===== src/rtl/mmio_shift_unit.sv =====
// Memory-mapped iterative shift coprocessor: firmware loads OPERAND/SHAMT, starts via CTRL,
// polls STATUS and reads RESULT. Shifts SHIFT_PER_CYCLE bits per clock (1, 2 or 4).
module mmio_shift_unit #(
    parameter logic [31:0] BASE_ADDR       = 32'h0000_1000,
    parameter int          SHIFT_PER_CYCLE = 1
) (
    input  logic        clk,
    input  logic        rst_n,
    input  logic [31:0] addr,
    input  logic        we,
    input  logic [31:0] wd,
    output logic [31:0] rd,
    output logic        hit,
    output logic        done_o
);

    typedef enum logic [1:0] {
        IDLE  = 2'd0,
        SHIFT = 2'd1,
        DONE  = 2'd2
    } state_t;

    localparam logic [4:0] STEP_MAX = 5'(SHIFT_PER_CYCLE);

    localparam logic [2:0] SEL_OPERAND = 3'd0;
    localparam logic [2:0] SEL_SHAMT   = 3'd1;
    localparam logic [2:0] SEL_CTRL    = 3'd2;
    localparam logic [2:0] SEL_STATUS  = 3'd3;
    localparam logic [2:0] SEL_RESULT  = 3'd4;

    state_t      state;
    logic [31:0] operand;
    logic [4:0]  shamt;
    logic [1:0]  op;
    logic [31:0] result;
    logic [31:0] work;
    logic [4:0]  rem;
    logic        busy;
    logic        done;

    logic [31:0] offset;
    logic [2:0]  sel;
    logic        wr_en;
    logic        start_ok;
    logic [4:0]  step;

    function automatic logic [31:0] shift_step(input logic [31:0] v,
                                               input logic [1:0]  kind,
                                               input logic [4:0]  s);
        logic signed [31:0] sv;
        sv = v;
        case (kind)
            2'b00:   return v << s;
            2'b01:   return v >> s;
            default: return sv >>> s;
        endcase
    endfunction

    // Unsigned subtract also rejects addresses below BASE_ADDR (they wrap to huge offsets).
    assign offset   = addr - BASE_ADDR;
    assign hit      = (offset < 32'h0000_0014);
    assign sel      = offset[4:2];
    assign wr_en    = we && hit && (state != SHIFT);
    assign start_ok = wr_en && (sel == SEL_CTRL) && wd[0] && (wd[2:1] != 2'b11);
    assign step     = (rem < STEP_MAX) ? rem : STEP_MAX;
    assign done_o   = done;

    always_comb begin
        rd = 32'h0;
        if (hit) begin
            case (sel)
                SEL_OPERAND: rd = operand;
                SEL_SHAMT:   rd = {27'h0, shamt};
                SEL_CTRL:    rd = {29'h0, op, 1'b0};
                SEL_STATUS:  rd = {30'h0, done, busy};
                SEL_RESULT:  rd = result;
                default:     rd = 32'h0;
            endcase
        end
    end

    always_ff @(posedge clk or negedge rst_n) begin
        if (!rst_n) begin
            state   <= IDLE;
            operand <= 32'h0;
            shamt   <= 5'h0;
            op      <= 2'b00;
            result  <= 32'h0;
            work    <= 32'h0;
            rem     <= 5'h0;
            busy    <= 1'b0;
            done    <= 1'b0;
        end else begin
            if (wr_en && sel == SEL_OPERAND)
                operand <= wd;
            if (wr_en && sel == SEL_SHAMT)
                shamt <= wd[4:0];

            case (state)
                IDLE, DONE: begin
                    if (start_ok) begin
                        work  <= operand;
                        rem   <= shamt;
                        op    <= wd[2:1];
                        done  <= 1'b0;
                        busy  <= 1'b1;
                        state <= SHIFT;
                    end
                end
                SHIFT: begin
                    if (rem == 5'h0) begin
                        result <= work;
                        busy   <= 1'b0;
                        done   <= 1'b1;
                        state  <= DONE;
                    end else begin
                        work <= shift_step(work, op, step);
                        rem  <= rem - step;
                    end
                end
                default: state <= IDLE;
            endcase
        end
    end

endmodule


===== config.mk =====
export PLATFORM = sky130hd
export DESIGN_NAME = mmio_shift_unit
export DESIGN_NICKNAME = d
export VERILOG_FILES = /design/src/rtl/mmio_shift_unit.sv
export SDC_FILE = /design/constraint.sdc
export NUM_CORES = 1
export LEC_CHECK = 0
export ABC_AREA = 1
export CORE_ASPECT_RATIO = 0.5
export CORE_UTILIZATION = 25
export DETAILED_ROUTE_END_ITERATION = 6
export DONT_BUFFER_PORTS = 1
export PLACE_DENSITY = 0.43
export SKIP_LAST_GASP = 1
export SLEW_MARGIN = 30
export SYNTH_ARGS = -nofsm -noshare
export SYNTH_HDL_FRONTEND = slang
export SYNTH_SLANG_ARGS = --single-unit

===== constraint.sdc =====
create_clock -name clk -period 2.92 [get_ports clk]
set_input_delay 0.292 -clock clk [delete_from_list [all_inputs] [get_ports clk]]
set_output_delay 0.292 -clock clk [all_outputs]
set_load 0.005 [all_outputs]

==> impl_results.md <==
* H-tree levels at 3
* Net load switching power at 678.2 uW
* Final cell count without fillers at 1,138
* Total power at 3.027 mW
* Hold path depth at 2
* Hold Crit Class: input pin to flop
* Max-cap viol count at 0
* Worst-path clk slew at 0.08 ns
* Period utilization at 82.73%
* Slew Limit Fails at 0
* Startpoint types: flop
* Layout area overhead at 11.18%
* Vias per cell at 4.679
* Most frequent cell after synthesis: nand2_1
* Synth Instances at 839
* Relative slew slack at 44.95%
* Port Buffer Count at 0
* Synth area leaders: dfrtp_1, nand2_1, o21ai_0
* ANT nets after route at 0
* Final Util at 28.91%
* Outcome: completed
* Final hold violations at 0
* Worst-Skew Late Latency at 0.36 ns
* Final Routed Wirelength at 17,850 um
* Hold EP: operand[5]
* Worst Setup End Kind: flop
* Power Internal at 2.349 mW
* Worst reg2reg path depth at 9
* Mapped Nets at 907
* Fin worst setup slack at 0.5044 ns
* Clock Path Buffers at 2
* N_diodes at 0
* Leak at 3.060 nW
* Cell area after synthesis at 6065 sq um
* Share of cells above drive strength 1 at 5.656%
* Crit path max fanout at 50
* Area of the multi-input gates at 2761 sq um
* Total negative slack at 0 ns
* Pre-CTS WS at 0.5017 ns
* GR Overflow Total at 0
* Reg2reg end: rem[4]
* DR WL/cell at 15.68 um
* Post-layout net count at 894
* Num rows at 39
* Root buffer cell: clkbuf_16
* Final setup viols at 0
* VDD IR-drop max at 0.0002520 V
* Avg Cell Area, Syn at 7.228 sq um
* Synth top area share at 46.21%
* Total die area at 24,920 sq um
* Period minus WS final at 2.416 ns
* Clock power share at 45.6%
* Postcts setup bufs at 0
* Fill cells at 2,571
* Largest area contributor in the netlist: dfrtp_1
* Post-synthesis cell type count at 34
* Combinational Power Share at 3.2%
* Area of the core at 23,320 sq um
* Measured slew at the worst slew-check pin at 0.8195 ns
* TritonRoute pass-1 iters at 4
* Post-synth EDFFs at 0
* Most instantiated cells after synthesis: nand2_1, dfrtp_1, o21ai_0
* Part of the power in registers at 51.2%
* Post_cts resized at 0
* DRC Markers at 0
* Crit Path Class: flop to flop
* First-pass GRT wire length at 29,300 um
* Global Route Usage Sum at 14.97%
* Clock Skews at 0.007359 ns
* Seq cells post-synth at 112
* Die span in x at 222.3 um
* TritonCTS clock tree: done
* Antenna violations before repair at 0
* Reg2reg setup slack at 0.50 ns
* Sequential share of the synthesized area at 46.21%
* Die Height at 112.1 um
* Initial core utilization at 26.00%
* Ports at 101
* Synth Flop Type: dfrtp_1
* Fmax at 0.4140 GHz
* Async SR Flop Fraction at 100.0%
* FF-to-FF Start: rem[1]
* Yosys Warn Count at 0
* Cells after DPL at 1,120
* Initial DRC count at 395
* Worst EP arrival at 2.67 ns
* Largest net degree at the start of global routing at 113
* Register area at 2803 sq um
* PwrDens at 448.9 nW/um^2
* Switching share of power at 22.40%
* Vias in the first global route at 5,121
* Worst path required time at 3.17 ns
* CTS sink cnt at 112
* Min-delay src: wd[5]
* Unrepaired setup endpoints after global routing: false
* Gpl congestion at 0.8505
* Vias at 5,325
* Dpl hpwl at 12,200 um
* CTS Buf Count at 9
[metal layers]
layer / up-vias / part of all wire, % / GRT usage, %
met4: 0 / 1.2 / 3.843
met2: 79 / 42 / 22.01
met3: 14 / 4.3 / 3.429
li1: 2683 / - / -
met1: 2549 / 52 / 21.92
met5: - / 0 / 0
[power by group through the flow]
stage	combinational (mW)	clock, mW	sequential (mW)
floorplan	0.0436	0	1.58
global placement	0.0622	0	1.58
detailed placement	0.0623	0	1.58
CTS	0.0627	1.42	1.55
global route	0.114	1.48	1.55
finish	0.0972	1.38	1.55
[worst max path at each step]
stage,startpoint,to,slack (ns),cells after the start
floorplan,addr[13],rd[4],1.03,12
global placement,rem[1],rem[4],0.54,9
finish,rem[1],rem[4],0.50,9
detailed placement,rem[1],rem[4],0.50,9
CTS,rem[1],rem[4],0.49,9
global route,state[0],work[21],0.24,8
[per-stage QoR]
stage                     hold slack (ns)  cell area, sq um
after CTS                         -0.3974              6704
after floorplan                 -0.003591              6065
final                             0.06210              6743
after global routing              0.06284              6743
after detailed placement        0.0003566              6381
after global placement         -0.0001261              6381
[cell families after synthesis]
logic type	count (synthesis)	synth area share, %
simple gates	406	26.94
buf+inv	122	8.294
flops	112	46.21
fa+ha+maj	1	0.2063
compound gates	198	18.34
[final cells by class]
class	instances	area share (%)
clock buffer	11	3.600
clock inverter	5	1.188
inverter	80	4.472
multi-input combinational	605	40.95
sequential	112	41.57
tap	307	5.697
timing repair buffer	18	2.524
[critical path, cell delays in order (launching register included)]
cell	delay, ns
dfrtp_1	0.39
nor2_1	0.27
nand2_1	0.17
nor2_4	0.11
inv_1	0.21
nand2_1	0.35
nand2_4	0.36
buf_4	0.31
nand2_1	0.06
o21ai_1	0.06
[registers in the layout, summed over array words and instances, names as in the netlist]
| register | count |
|---|---|
| result | 32 |
| op | 2 |
| work | 32 |
| busy | 1 |
| operand | 32 |
| shamt | 5 |
| state | 2 |
| done_o | 1 |
| rem | 5 |
[cell usage in the layout, fill, tap and decap left out, types with 2 or more instances in the layout]
cell,instances
a32o_1,5
nor2_1,47
o21ai_1,23
bufinv_16,2
clkinvlp_4,2
nand2_2,3
buf_4,15
o22ai_1,5
nor3_1,4
nand2_1,322
nand3_1,19
clkbuf_16,9
o221ai_1,16
o21bai_1,2
nor2_4,2
inv_1,78
a21oi_1,47
clkinv_2,2
a221oi_1,2
dfrtp_1,112
nor2_2,3
a31oi_1,4
o21ai_0,90
(Power assumes the default switching activity.)
